==> src/rtl/encoder_pkg.sv <==
// Shared constants and helpers for the 2x4 decoder / 4x2 encoder pair.
// onehot2idx is also used by the decoder bench to turn strobes back into codes.
package encoder_pkg;

  localparam int N_EV   = 4;
  localparam int CODE_W = 2;

  // EMPTY/FULL describes the single output slot; valid is FULL.
  typedef enum logic {
    ST_EMPTY = 1'b0,
    ST_FULL  = 1'b1
  } state_t;

  // A zero input gives 0; multi-hot inputs OR their indices together.
  function automatic logic [CODE_W-1:0] onehot2idx(input logic [N_EV-1:0] oh);
    logic [CODE_W-1:0] idx;
    idx = '0;
    for (int i = 0; i < N_EV; i++) begin
      if (oh[i]) idx = idx | CODE_W'(i);
    end
    return idx;
  endfunction

endpackage

==> src/rtl/encoder4x2_seq_if.sv <==
// Event-in / code-out bundle of the 4x2 encoder; master drives requests and
// ready, slave (the encoder) returns code/valid plus pend and drop status.
interface encoder4x2_seq_if;
  import encoder_pkg::*;

  logic              en;
  logic [N_EV-1:0]   req;
  logic [CODE_W-1:0] code;
  logic              valid;
  logic              ready;
  logic [N_EV-1:0]   pend;
  logic              drop;

  modport master (
    output en, req, ready,
    input  code, valid, pend, drop
  );

  modport slave (
    input  en, req, ready,
    output code, valid, pend, drop
  );

endinterface

==> src/rtl/encoder4x2_seq_pick.sv <==
// Fixed-priority picker over four pending bits, purely combinational.
// LSB_FIRST=0 favours bit 3, LSB_FIRST=1 favours bit 0.
module prio_pick4
  import encoder_pkg::*;
#(
  parameter bit LSB_FIRST = 1'b0
) (
  input  logic [N_EV-1:0]   vec,
  output logic [CODE_W-1:0] idx,
  output logic              hit,
  output logic [N_EV-1:0]   onehot
);

  // The last set bit visited in the scan wins, so scan towards the winner.
  generate
    if (LSB_FIRST) begin : g_lsb
      always_comb begin
        onehot = '0;
        for (int i = N_EV - 1; i >= 0; i--) begin
          if (vec[i]) begin
            onehot    = '0;
            onehot[i] = 1'b1;
          end
        end
      end
    end else begin : g_msb
      always_comb begin
        onehot = '0;
        for (int i = 0; i < N_EV; i++) begin
          if (vec[i]) begin
            onehot    = '0;
            onehot[i] = 1'b1;
          end
        end
      end
    end
  endgenerate

  assign hit = |vec;
  assign idx = onehot2idx(onehot);

endmodule

==> src/rtl/encoder4x2_seq.sv <==
// Queues request pulses as pending bits and serves them one per cycle as a 2-bit code.
// Latency 2 edges req->valid; valid/code hold while ready is low, no comb path to outputs.
module encoder4x2_seq
  import encoder_pkg::*;
#(
  parameter bit LSB_FIRST = 1'b0
) (
  input  logic               clk,
  input  logic               rst,
  encoder4x2_seq_if.slave    bus
);

  state_t            state_q, state_d;
  logic [N_EV-1:0]   pend_q, pend_d;
  logic [CODE_W-1:0] code_q, code_d;
  logic              drop_q, drop_d;

  logic [N_EV-1:0]   new_ev;
  logic [N_EV-1:0]   take;
  logic              slot_free;
  logic [CODE_W-1:0] pick_idx;
  logic              pick_hit;
  logic [N_EV-1:0]   pick_oh;

  prio_pick4 #(
    .LSB_FIRST (LSB_FIRST)
  ) u_pick (
    .vec    (pend_q),
    .idx    (pick_idx),
    .hit    (pick_hit),
    .onehot (pick_oh)
  );

  always_comb begin
    state_d   = state_q;
    code_d    = code_q;
    take      = '0;
    slot_free = (state_q == ST_EMPTY) || bus.ready;
    new_ev    = bus.req & {N_EV{bus.en}};

    if (slot_free) begin
      if (pick_hit) begin
        take    = pick_oh;
        code_d  = pick_idx;
        state_d = ST_FULL;
      end else begin
        state_d = ST_EMPTY;
      end
    end

    // A fresh request on the bit being taken re-queues it rather than dropping.
    pend_d = (pend_q & ~take) | new_ev;
    drop_d = drop_q | (|(new_ev & pend_q & ~take));
  end

  always_ff @(posedge clk) begin
    if (rst) begin
      state_q <= ST_EMPTY;
      pend_q  <= '0;
      code_q  <= '0;
      drop_q  <= 1'b0;
    end else begin
      state_q <= state_d;
      pend_q  <= pend_d;
      code_q  <= code_d;
      drop_q  <= drop_d;
    end
  end

  assign bus.code  = code_q;
  assign bus.valid = (state_q == ST_FULL);
  assign bus.pend  = pend_q;
  assign bus.drop  = drop_q;

  // Stalled output must not change under the consumer.
  a_hold_on_stall : assert property (
    @(posedge clk) disable iff (rst)
    (state_q == ST_FULL && !bus.ready) |=> (state_q == ST_FULL && $stable(code_q))
  );

  a_drop_sticky : assert property (
    @(posedge clk) disable iff (rst)
    drop_q |=> drop_q
  );

endmodule

==> src/flat_wrapper.sv <==
// flat-port wrapper written by rule: the top's interface ports become plain ports
module encoder4x2_seq_flat import encoder_pkg::*;
#(
  parameter bit LSB_FIRST = 1'b0
)
  (clk, rst, bus_en, bus_req, bus_ready, bus_code, bus_valid, bus_pend, bus_drop);
  encoder4x2_seq_if bus_i ();
  input  logic clk;
  input  logic rst;
  input wire logic [$bits(bus_i.en)-1:0] bus_en;
  input wire logic [$bits(bus_i.req)-1:0] bus_req;
  input wire logic [$bits(bus_i.ready)-1:0] bus_ready;
  output wire logic [$bits(bus_i.code)-1:0] bus_code;
  output wire logic [$bits(bus_i.valid)-1:0] bus_valid;
  output wire logic [$bits(bus_i.pend)-1:0] bus_pend;
  output wire logic [$bits(bus_i.drop)-1:0] bus_drop;
  assign bus_i.en = bus_en;
  assign bus_i.req = bus_req;
  assign bus_i.ready = bus_ready;
  assign bus_code = bus_i.code;
  assign bus_valid = bus_i.valid;
  assign bus_pend = bus_i.pend;
  assign bus_drop = bus_i.drop;
  encoder4x2_seq #(.LSB_FIRST(LSB_FIRST)) u_core (.clk(clk), .rst(rst), .bus(bus_i));
endmodule
==> config.mk <==
export PLATFORM = sky130hd
export DESIGN_NAME = encoder4x2_seq_flat
export DESIGN_NICKNAME = d
export VERILOG_FILES = /design/src/rtl/encoder_pkg.sv /design/src/rtl/encoder4x2_seq_if.sv /design/src/rtl/encoder4x2_seq_pick.sv /design/src/rtl/encoder4x2_seq.sv /design/src/flat_wrapper.sv
export SDC_FILE = /design/constraint.sdc
export NUM_CORES = 1
export LEC_CHECK = 0
export CAP_MARGIN = 20
export CORE_AREA = 3 3 40 42
export CTS_CLUSTER_DIAMETER = 200
export CTS_CLUSTER_SIZE = 12
export DETAILED_ROUTE_END_ITERATION = 16
export DIE_AREA = 0 0 43 45
export REMOVE_ABC_BUFFERS = 1
export SLEW_MARGIN = 40
export SYNTH_ARGS = -nofsm -noshare
export SYNTH_HDL_FRONTEND = slang
export SYNTH_SLANG_ARGS = --single-unit
==> constraint.sdc <==
create_clock -name clk -period 3.6 [get_ports clk]
set_clock_uncertainty 0.2 [all_clocks]
set_input_delay 0.72 -clock clk [delete_from_list [all_inputs] [get_ports clk]]
set_output_delay 0.72 -clock clk [all_outputs]
set_load 0.01 [all_outputs]
Word level (Yosys, flattened, before mapping)
Index checks and enable logic that the tools add are counted.
{"block": "word_totals", "ff_bits": 8, "inputBits": 8, "word_cells": 26}
{"block": "op_classes", "n_bitwise": 8, "mux": 10, "n_reduce_logical": 4}
{"operator": "bitwise AND 4 bit", "count": 4}
{"operator": "two-way mux 4 bit", "count": 3}
{"operator": "OR reduction 4 bit", "count": 2}
{"operator": "two-way mux 2 bit", "count": 3}
{"operator": "NOT 4 bit", "count": 1}
{"operator": "OR 4 bit", "count": 1}
{"operator": "two-way mux 1 bit", "count": 3}
{"operator": "two-way mux 3 bit", "count": 1}
{"operator": "AND reduction 2 bit", "count": 1}
{"operator": "logical OR 1 bit", "count": 1}
{"operator": "NOT 1 bit", "count": 1}
{"operator": "OR 1 bit", "count": 1}

Depth between registers and ports, before layout
Gate-level depths: netlist of run 1.
{"block": "logic_depth", "depth_word": 10, "ltp_mapped": 4, "depth_no_buf": 4}

Cells and area by module
From an unflattened synthesis of run 1, not the netlist that was laid out.
{"block": "unflattened", "cells_unflattened": 48, "area_unflattened_um2": 386.6}
{"module": "encoder4x2_seq", "n_inst": 1, "cells_each": 39, "seq_area_each_um2": 160.2, "area_each_um2": 332.8}
{"module": "prio_pick4", "n_inst": 1, "cells_each": 9, "seq_area_each_um2": 0.0, "area_each_um2": 53.8}

Worst setup path after synthesis of run 1
No wires, ideal clock.
{"block": "synth_timing", "path_type": "input -> register", "from": "input bus_ready", "to": "register u_core.drop_q, in the netlist u_core.bus.drop", "slack_ps": 1938, "path_buffers": 0, "arrival_time_ps": 1335, "stages": 4, "setup_time_ps": 127, "path_cell_list": "nor2b_4 or3_4 o2111ai_2 a31oi_1"}
{"block": "synth_between", "elab_chain_cells": 6}
{"item": "from (decl)", "line": "flat_wrapper.sv:12", "text": "input wire logic [$bits(bus_i.ready)-1:0] bus_ready;"}
{"item": "logical OR 1 bit", "line": "encoder4x2_seq.sv:38", "text": "slot_free = (state_q == ST_EMPTY) || bus.ready;"}
{"item": "two-way mux 4 bit", "line": "encoder4x2_seq.sv:41", "text": "if (slot_free) begin"}
{"item": "NOT 4 bit", "line": "encoder4x2_seq.sv:53", "text": "drop_d = drop_q | (|(new_ev & pend_q & ~take));"}
{"item": "bitwise AND 4 bit", "line": "encoder4x2_seq.sv:53"}
{"item": "OR reduction 4 bit", "line": "encoder4x2_seq.sv:53"}
{"item": "OR 1 bit", "line": "encoder4x2_seq.sv:53"}
{"item": "to (signal assigned)", "line": "encoder4x2_seq.sv:66", "text": "drop_q <= drop_d;"}
{"item": "to (decl)", "line": "encoder4x2_seq.sv:16", "text": "logic drop_q, drop_d;"}
No other way between the ends.
A chain may end at the register's enable or synchronous reset.

Worst setup path in the final report of run 1
{"block": "layout_timing", "from": "register u_core.pend_q[3], in the netlist u_core.bus.pend[3]", "to": "output bus_pend[3]"}
{"item": "from (decl)", "line": "encoder4x2_seq.sv:14", "text": "logic [N_EV-1:0] pend_q, pend_d;"}
{"item": "from (signal assigned)", "line": "encoder4x2_seq.sv:64", "text": "pend_q <= pend_d;"}
{"item": "to (decl)", "line": "flat_wrapper.sv:15", "text": "output wire logic [$bits(bus_i.pend)-1:0] bus_pend;"}
No word-level cell between the ends.

==> results of run 1 <==
[per-layer routing]
layer	track usage	up-vias
li1	-	180
met1	0.1453	169
met2	0.1108	18
met3	0.02789	5
met4	0.09036	0
met5	0	-
[final cells by class]
cell class | instances | share of cell area
repair buffers | 15 | 0.2759
well taps | 15 | 0.03448
flip-flops and latches | 8 | 0.2943
multi-input cells | 30 | 0.3540
clock buffers | 3 | 0.04138
[worst register-to-register path, cell delays in order, from the launching register on]
cell       delay (ps)
dfxtp_1           330
nor2b_4           160
or3_4             350
o2111ai_2         170
a31oi_1           100
[cells by family (layout without fill, tap and decap cells)]
logic type | count (synthesis) | in the layout | share of synthesized area
AO/OA/AOI/OAI | 18 | 18 | 0.3345
AND/OR/NAND/NOR | 12 | 12 | 0.1966
flip-flops | 8 | 8 | 0.4414
buffers and inverters | 1 | 18 | 0.02759
[placed cells by master, fill, tap and decap left out]
master and n:
a22oi_1 2, or3_4 1, clkdlybuf4s50_1 15, a41oi_1 1, clkbuf_4 3, or2b_2 1, o311a_2 1, a21oi_1 4
nor2_1 5, o211a_1 1, nor3_1 1, nor2b_4 1, a31oi_1 1, nand2_1 2, nor2b_1 1, o21ai_0 7
o2111ai_2 1, dfxtp_1 8
[power groups by stage]
stage,sequential (mW),clock (mW),combinational (mW)
floorplan,0.104,0,0.0145
global placement,0.103,0,0.0415
detailed placement,0.103,0,0.0414
CTS,0.101,0.0726,0.0416
global route,0.102,0.0766,0.0448
finish,0.101,0.0692,0.0415
[sequential cells by signal (all words and copies together) (netlist names)]
signal	cells
u_core.bus.drop	1
u_core.bus.code	2
u_core.bus.valid	1
u_core.bus.pend	4
[per-stage QoR]
step	std cells	cell area [sq um]	power (mW)	hold slack [ps]
finish	71	544.3	0.2121	273.7
global route	71	544.3	0.2236	300.4
CTS	71	544.3	0.2154	277.1
detailed placement	68	521.8	0.1445	269.0
global placement	68	521.8	0.1445	269.9
floorplan	38	352.8	0.1190	288.1
[worst min path at each step]
stage,slack [ps],to,from,depth (start not counted)
global route,300,u_core.bus.code[0],u_core.bus.code[0],2
floorplan,290,u_core.bus.code[1],u_core.bus.code[1],2
detailed placement,270,u_core.bus.code[0],u_core.bus.code[0],2
CTS,280,u_core.bus.code[0],u_core.bus.code[0],2
global placement,270,u_core.bus.code[0],u_core.bus.code[0],2
finish,270,u_core.bus.code[0],u_core.bus.code[0],2
==> impl_metrics.env, run 1 <==
export IMPL_wl_met3_um=83
export IMPL_end_kind="output pin"
export IMPL_fin_tns_setup_ps=0
export IMPL_powerDensity_nw_per_um2=389.8
export IMPL_finalSetupViolCount=0
export IMPL_syn_area_per_cell_sq_um=9.304
export IMPL_core_sq_um=1285
export IMPL_holdCritPathClass="reg -> reg"
export IMPL_regToRegStartpoint="u_core.bus.valid"
export IMPL_finish_utilization=0.4236
export IMPL_register_area_sq_um=160.2
export IMPL_r2r_cells=4
export IMPL_grt_use_total=0.09925
export IMPL_arrival_ps=1330
export IMPL_grt_overflow=0
export IMPL_initial_core_util=0.2824
export IMPL_combPwrFrac=0.196
export IMPL_clkLatencyLatePin_ps=260
export IMPL_slew_violations=0
export IMPL_crit_slowest_cell="clkdlybuf4s50_1"
export IMPL_crit_type="reg -> out"
export IMPL_h_tree_depth=1
export IMPL_cp_num_cells=1
export IMPL_synthesis_area_sq_um=362.8
export IMPL_via_per_inst=5.239
export IMPL_io_pins=16
export IMPL_cts_root_buffer="clkbuf_4"
export IMPL_reg2reg_to="u_core.bus.drop"
export IMPL_clk_pin_slew_ps=60
export IMPL_p_int_mw=0.1579
export IMPL_vdd_drop_max_uv=144.5
export IMPL_async_reset_ff_frac=0
export IMPL_crit_required_ps=2680
export IMPL_cts_tree="yes"
export IMPL_nets=66
export IMPL_routedWlPerCell_um=12.86
export IMPL_yosys_area_top_type="dfxtp_1"
export IMPL_die_w_um=43
export IMPL_ant_nets=0
export IMPL_synthCells=39
export IMPL_p_switching_mw=0.05426
export IMPL_pwr_share_clk=0.326
export IMPL_cts_buffers_inserted=3
export IMPL_post_synth_top_count_cell="dfxtp_1"
export IMPL_synth_cell_types=17
export IMPL_setup_slack_ps=1347
export IMPL_diodes=0
export IMPL_rsz0062_at_grt="no"
export IMPL_drcViolationCount=0
export IMPL_n_fill_cell=143
export IMPL_crit_path_cell_trace="clkdlybuf4s50_1"
export IMPL_cpLargestDelayFamily="buffers and inverters"
export IMPL_rows=13
export IMPL_max_freq_mhz=443.8
export IMPL_finalHoldViolCount=0
export IMPL_relSlewSlack=0.7951
export IMPL_startpoint="u_core.bus.pend[3]"
export IMPL_cts_setup_buffers=0
export IMPL_tightest_slew_ps=306.4
export IMPL_drive_gt1_frac=0.1429
export IMPL_die_y_um=45
export IMPL_ys_ff_latch=8
export IMPL_via_count=372
export IMPL_swShare=0.2558
export IMPL_area_growth_syn_to_layout_pct=50.00
export IMPL_first_pass_iters=4
export IMPL_worst_path_buf_inv=1
export IMPL_place_congestion=0.7018
export IMPL_maxCapViolations=0
export IMPL_die_area_sq_um=1935
export IMPL_drt_wl_total_um=913
export IMPL_top_layer="met4"
export IMPL_cellLeakagePower_nw=0.2044
export IMPL_reg2reg_slack_ps=2170
export IMPL_yosys_area_top_type_share=0.4414
export IMPL_cp_max_fo=9
export IMPL_m1WireLength_um=479
export IMPL_slowest_delay_ps=600
export IMPL_crit_end="bus_pend[3]"
export IMPL_antenna_found_initial=0
export IMPL_postCtsResizedCells=0
export IMPL_synth_ff_type="dfxtp_1"
export IMPL_synth_edf_count=0
export IMPL_cts_hold_buf=0
export IMPL_pwr_share_seq=0.478
export IMPL_fin_crit_sh=0.6258
export IMPL_grt_pass1_wl_um=1352
export IMPL_synth_warnings=0
export IMPL_synth_commonest_cells="dfxtp_1, o21ai_0, nor2_1"
export IMPL_ys_seq_area_frac=0.4414
export IMPL_grt_max_degree=10
export IMPL_critPathLaunchType="register"
export IMPL_dpl_worst_slack_ps=1310
export IMPL_fin_crit_ps=2253
export IMPL_portBuffers=15
export IMPL_outcome="finished, final reports clean"
export IMPL_grt_pass1_vias=293
export IMPL_clk_path_buf_depth=2
export IMPL_wl_met2_um=319
export IMPL_drt_initial_drc_count=9
export IMPL_multi_input_area_sq_um=192.7
export IMPL_cts_sinks=8
export IMPL_dp_hpwl_um=631.9
export IMPL_synth_area_top_cells="dfxtp_1, o21ai_0, a21oi_1"
Note: power is estimated with default switching activity, not from simulation.
==> run 2, diff against run 1 <==
==> constraint.sdc (replaced) <==
create_clock -name clk -period 1.9 [get_ports clk]
set_clock_uncertainty 0.2 [all_clocks]
set_input_delay 0.38 -clock clk [delete_from_list [all_inputs] [get_ports clk]]
set_output_delay 0.38 -clock clk [all_outputs]
set_load 0.01 [all_outputs]
==> run 2 against run 1 <==
Register-to-register slack worse by 1700 ps. Flip-flop and latch count stayed put. Sequential share of layout area is 0.47 points lower. Die area stayed put. Largest cell class unchanged. First-iteration DRC count is 11% higher. Largest power group unchanged. Critical endpoint is now bus_pend[0]. Clock power is 95% higher. Core utilization is 1.4 points higher. Highest routed layer unchanged.
==> impl_metrics.env, run 2 (synthesis gave the netlist of run 1 again) <==
export IMPL_final_cell_area_sq_um=561.8
export IMPL_first_pass_iters=4
export IMPL_clk_path_buf_depth=2
export IMPL_reg2reg_slack_ps=430
export IMPL_final_common_cell="clkdlybuf4s50_1"
export IMPL_core_sq_um=1285
export IMPL_grt_use_total=0.1119
export IMPL_dp_cells=70
export IMPL_powerDensity_nw_per_um2=728.0
export IMPL_ant_nets=0
export IMPL_postCtsResizedCells=1
export IMPL_die_y_um=45
export IMPL_worst_path_buf_inv=1
export IMPL_finalSetupViolCount=0
export IMPL_busiest_layer="met2"
export IMPL_crit_end="bus_pend[0]"
export IMPL_cts_buffers_inserted=3
export IMPL_crit_required_ps=1320
export IMPL_portBuffers=15
export IMPL_cts_hold_buf=0
export IMPL_finalPower_mw=0.4090
export IMPL_dpl_cell_area_sq_um=536.8
export IMPL_drive_gt1_frac=0.2069
export IMPL_h_tree_depth=1
export IMPL_cp_num_cells=1
export IMPL_clk_pin_slew_ps=60
export IMPL_gr_usage_met3=0.02789
export IMPL_tightest_slew_ps=289.0
export IMPL_reg2reg_to="u_core.bus.drop"
export IMPL_grt_max_degree=9
export IMPL_slowest_delay_ps=570
export IMPL_crit_path_cell_trace="clkdlybuf4s50_1"
export IMPL_grt_pass1_vias=348
export IMPL_rsz0062_at_grt="no"
export IMPL_slew_violations=0
export IMPL_crit_slowest_cell="clkdlybuf4s50_1"
export IMPL_r2r_cells=4
export IMPL_cp_max_fo=6
export IMPL_drt_initial_drc_count=10
export IMPL_via_count=382
export IMPL_vdd_drop_max_uv=272.8
export IMPL_cpLargestDelayFamily="buffers and inverters"
export IMPL_startpoint="u_core.bus.pend[0]"
export IMPL_nets=68
export IMPL_via_per_inst=5.233
export IMPL_cellLeakagePower_nw=0.2157
export IMPL_place_congestion=0.7541
export IMPL_area_growth_syn_to_layout_pct=54.83
export IMPL_arrival_ps=1250
export IMPL_end_kind="output pin"
export IMPL_most_common_layout_cells="clkdlybuf4s50_1, o21ai_0, dfxtp_1"
export IMPL_grt_overflow=0
export IMPL_grt_met2_usage=0.1497
export IMPL_final_cell_count_no_fill=73
export IMPL_cts_tree="yes"
export IMPL_routedWlPerCell_um=12.47
export IMPL_rows=13
export IMPL_dp_hpwl_um=675.9
export IMPL_cts_sinks=8
export IMPL_grt_pass1_wl_um=1469
export IMPL_holdCritPathClass="reg -> reg"
export IMPL_largest_reg_flops=4
export IMPL_die_area_sq_um=1935
export IMPL_diodes=0
export IMPL_drt_wl_total_um=910
export IMPL_outcome="finished, final reports clean"
export IMPL_clkLatencyLatePin_ps=260
export IMPL_antenna_found_initial=0
export IMPL_finalHoldViolCount=0
export IMPL_cts_setup_buffers=0
export IMPL_regToRegStartpoint="u_core.bus.pend[3]"
export IMPL_fin_crit_sh=0.9606
export IMPL_io_pins=16
export IMPL_relSlewSlack=0.8067
export IMPL_drcViolationCount=0
export IMPL_maxCapViolations=0
export IMPL_initial_core_util=0.2824
export IMPL_die_w_um=43
export IMPL_max_freq_mhz=547.9
export IMPL_crit_type="reg -> out"
export IMPL_fin_crit_ps=1825
export IMPL_cts_root_buffer="clkbuf_4"
export IMPL_grt_use_met1=0.1286
export IMPL_critPathLaunchType="register"
[run 2: cell types whose count changed in the layout (fill, tap and decap cells not counted)]
cell	before	now
buf_4	0	2
dfxtp_1	8	6
dfxtp_2	0	2
[run 2: final cells by class]
type	count	area, sq um
Clock buffer	3	22.52
Multi-Input combinational cell	30	192.7
Tap cell	15	18.77
Sequential cell	8	162.7
Fill cell	144	723.2
Timing Repair Buffer	17	165.2
[run 2: power breakdown]
group / leakage [nW] / switching, mW / total [mW] / internal (mW)
Sequential: 0.0666 / 0.0104 / 0.190 / 0.180
Clock: 0.0138 / 0.0624 / 0.135 / 0.0726
Combinational: 0.135 / 0.0335 / 0.0838 / 0.0503
[run 2: worst min path at each step]
stage	startpoint	end	slack, ps	cells after the start
6_report	u_core.bus.code[0]	u_core.bus.code[0]	280	2
5_1_grt	u_core.bus.code[0]	u_core.bus.code[0]	310	2
4_1_cts	u_core.bus.code[0]	u_core.bus.code[0]	280	2
3_5_place_dp	u_core.bus.code[0]	u_core.bus.code[0]	280	2
3_3_place_gp	u_core.bus.code[0]	u_core.bus.code[0]	280	2
2_1_floorplan	rst	u_core.bus.code[0]	250	1
[run 2: metal layers]
metal / share of wire / wire [um]
met2: 0.40 / 368
met3: 0.098 / 89
met5: 0 / 0
met1: 0.45 / 411
met4: 0.045 / 41
[run 2: metrics by stage]
stage	hold WS, ps	setup WS (ps)	TNS [ps]	util
2_1_floorplan	249.1	518.9	0	-
3_3_place_gp	279.6	-17.37	-17.37	0.4177
3_5_place_dp	276.6	-15.64	-15.64	0.4177
4_1_cts	284.7	26.26	0	0.4362
5_1_grt	307.8	17.42	0	0.4372
6_report	276.7	74.84	0	0.4372
==> run 3, diff against run 2 <==
--- a/config.mk
+++ b/config.mk
@@ -5,10 +5,11 @@
 export SDC_FILE = /design/constraint.sdc
 export NUM_CORES = 1
 export LEC_CHECK = 0
+export ABC_AREA = 0
 export CAP_MARGIN = 20
 export CORE_AREA = 3 3 40 42
 export CTS_CLUSTER_DIAMETER = 200
-export CTS_CLUSTER_SIZE = 12
+export CTS_CLUSTER_SIZE = 30
 export DETAILED_ROUTE_END_ITERATION = 16
 export DIE_AREA = 0 0 43 45
 export REMOVE_ABC_BUFFERS = 1
==> constraint.sdc (replaced) <==
create_clock -name clk -period 1.9 [get_ports clk]
set_clock_uncertainty 0.2 [all_clocks]
set_input_delay 0.38 -clock clk [delete_from_list [all_inputs] [get_ports clk]]
set_output_delay 0.38 -clock clk [all_outputs]
set_load 0.1 [all_outputs]
==> run 3 against run 2 <==
Maximum frequency increased by 8.1%. Non-clock buffer count decreased by 1. Register-to-register slack about the same. Highest routed layer unchanged. Worst hold slack improved by 34 ps. Clock-buffer cell count unchanged. Setup slack improved by 140 ps. Via count decreased by 5.2%. First-iteration DRC count decreased by 100%. Clock power decreased by 4%. Critical path type is now in -> reg.
==> impl_metrics.env, run 3 (synthesis gave the netlist of run 1 again) <==
export IMPL_die_w_um=43
export IMPL_cts_hold_buf=0
export IMPL_combPwrFrac=0.353
export IMPL_pwr_share_clk=0.257
export IMPL_portBuffers=15
export IMPL_cp_max_fo=7
export IMPL_crit_type="in -> reg"
export IMPL_largest_reg_flops=4
export IMPL_vdd_drop_max_uv=591.5
export IMPL_clk_path_buf_depth=2
export IMPL_arrival_ps=1610
export IMPL_grt_use_total=0.1002
export IMPL_fin_crit_sh=0.8887
export IMPL_core_sq_um=1285
export IMPL_crit_end="u_core.bus.drop"
export IMPL_fin_crit_ps=1688
export IMPL_drt_initial_drc_count=0
export IMPL_h_tree_depth=1
export IMPL_routedWlPerCell_um=12.32
export IMPL_holdCritPathClass="reg -> reg"
export IMPL_p_int_mw=0.3237
export IMPL_grt_pass1_vias=317
export IMPL_cellLeakagePower_nw=0.2494
export IMPL_die_area_sq_um=1935
export IMPL_dpl_worst_slack_ps=-37.27
export IMPL_final_cell_count_no_fill=72
export IMPL_critPathLaunchType="input port"
export IMPL_die_y_um=45
export IMPL_dp_cells=69
export IMPL_most_common_layout_cells="buf_12, dfxtp_1, o21ai_0, clkdlybuf4s50_1, nor2_1"
export IMPL_cts_sinks=8
export IMPL_setup_slack_ps=211.5
export IMPL_swShare=0.3617
export IMPL_io_pins=16
export IMPL_register_area_sq_um=160.2
export IMPL_p_switching_mw=0.1834
export IMPL_cts_root_buffer="clkbuf_4"
export IMPL_nets=67
export IMPL_grt_max_degree=10
export IMPL_hold_depth=2
export IMPL_maxCapViolations=0
export IMPL_slew_violations=0
export IMPL_drive_gt1_frac=0.2982
export IMPL_via_count=362
export IMPL_end_kind="register"
export IMPL_cts_setup_buffers=0
export IMPL_regToRegStartpoint="u_core.bus.pend[3]"
export IMPL_max_freq_mhz=592.3
export IMPL_rows=13
export IMPL_pwr_share_seq=0.390
export IMPL_reg2reg_slack_ps=440
export IMPL_rsz0062_at_grt="no"
export IMPL_outcome="finished, final reports clean"
export IMPL_ant_nets=0
export IMPL_cts_buffers_inserted=3
export IMPL_cts_tree="yes"
export IMPL_area_growth_syn_to_layout_pct=74.14
export IMPL_first_pass_iters=1
export IMPL_dp_hpwl_um=632.1
export IMPL_powerDensity_nw_per_um2=802.5
export IMPL_postCtsResizedCells=0
export IMPL_antenna_found_initial=0
export IMPL_crit_required_ps=1820
export IMPL_finalSetupViolCount=0
export IMPL_diodes=0
export IMPL_grt_overflow=0
export IMPL_grt_pass1_wl_um=1345
export IMPL_finalPower_mw=0.5071
export IMPL_via_per_inst=5.028
export IMPL_clkLatencyLatePin_ps=250
export IMPL_tightest_slew_ps=341.0
export IMPL_initial_core_util=0.2824
export IMPL_multi_input_area_sq_um=192.7
export IMPL_clk_pin_slew_ps=60
export IMPL_place_congestion=0.7397
export IMPL_drcViolationCount=0
export IMPL_relSlewSlack=0.7723
export IMPL_drt_wl_total_um=887
export IMPL_finalHoldViolCount=0
export IMPL_r2r_cells=3
export IMPL_n_fill_cell=128
export IMPL_reg2reg_to="u_core.bus.drop"
export IMPL_startpoint="bus_ready"
[run 3: worst min-delay path by stage]
stage / from / end
2_1_floorplan: rst / u_core.bus.code[0]
3_3_place_gp: u_core.bus.code[0] / u_core.bus.code[0]
3_5_place_dp: u_core.bus.code[0] / u_core.bus.code[0]
4_1_cts: u_core.bus.code[0] / u_core.bus.code[0]
5_1_grt: u_core.bus.code[0] / u_core.bus.code[0]
6_report: u_core.bus.code[0] / u_core.bus.code[0]
[run 3: power by group through the flow]
stage	clock [mW]	combinational [mW]	sequential, mW
after global routing	0.145	0.186	0.199
after floorplan	0	0.0280	0.273
after global placement	0	0.179	0.201
after CTS	0.136	0.180	0.198
after detailed placement	0	0.179	0.201
final	0.130	0.179	0.198
[run 3: layout make-up]
class	count	share of cell area
timing repair buffer	16	0.3762
multi-input combinational	30	0.3050
sequential	8	0.2535
clock buffer	3	0.03564
tap	15	0.02970
[run 3: through the flow]
stage	cell area [sq um]	hold slack [ps]	setup TNS (ps)	utilization
6_report	631.9	310.7	0	0.4917
2_1_floorplan	352.8	249.1	-146.5	-
4_1_cts	631.9	313.4	0	0.4917
3_5_place_dp	609.3	305.2	-38.81	0.4742
3_3_place_gp	609.3	312.4	-2.309	0.4742
5_1_grt	631.9	327.4	0	0.4917
[run 3: routing by layer]
layer,GRT usage,wire [um],part of all wire
met4,0.1084,31,0.035
met5,0,0,0
met1,0.1068,415,0.47
met3,0.03187,83,0.094
met2,0.1497,357,0.40
[run 3: critical path, cell delays in order]
cell and delay, ps:
clkdlybuf4s50_1 530, nor2b_4 80, or3_4 350, o2111ai_2 160, a31oi_1 110
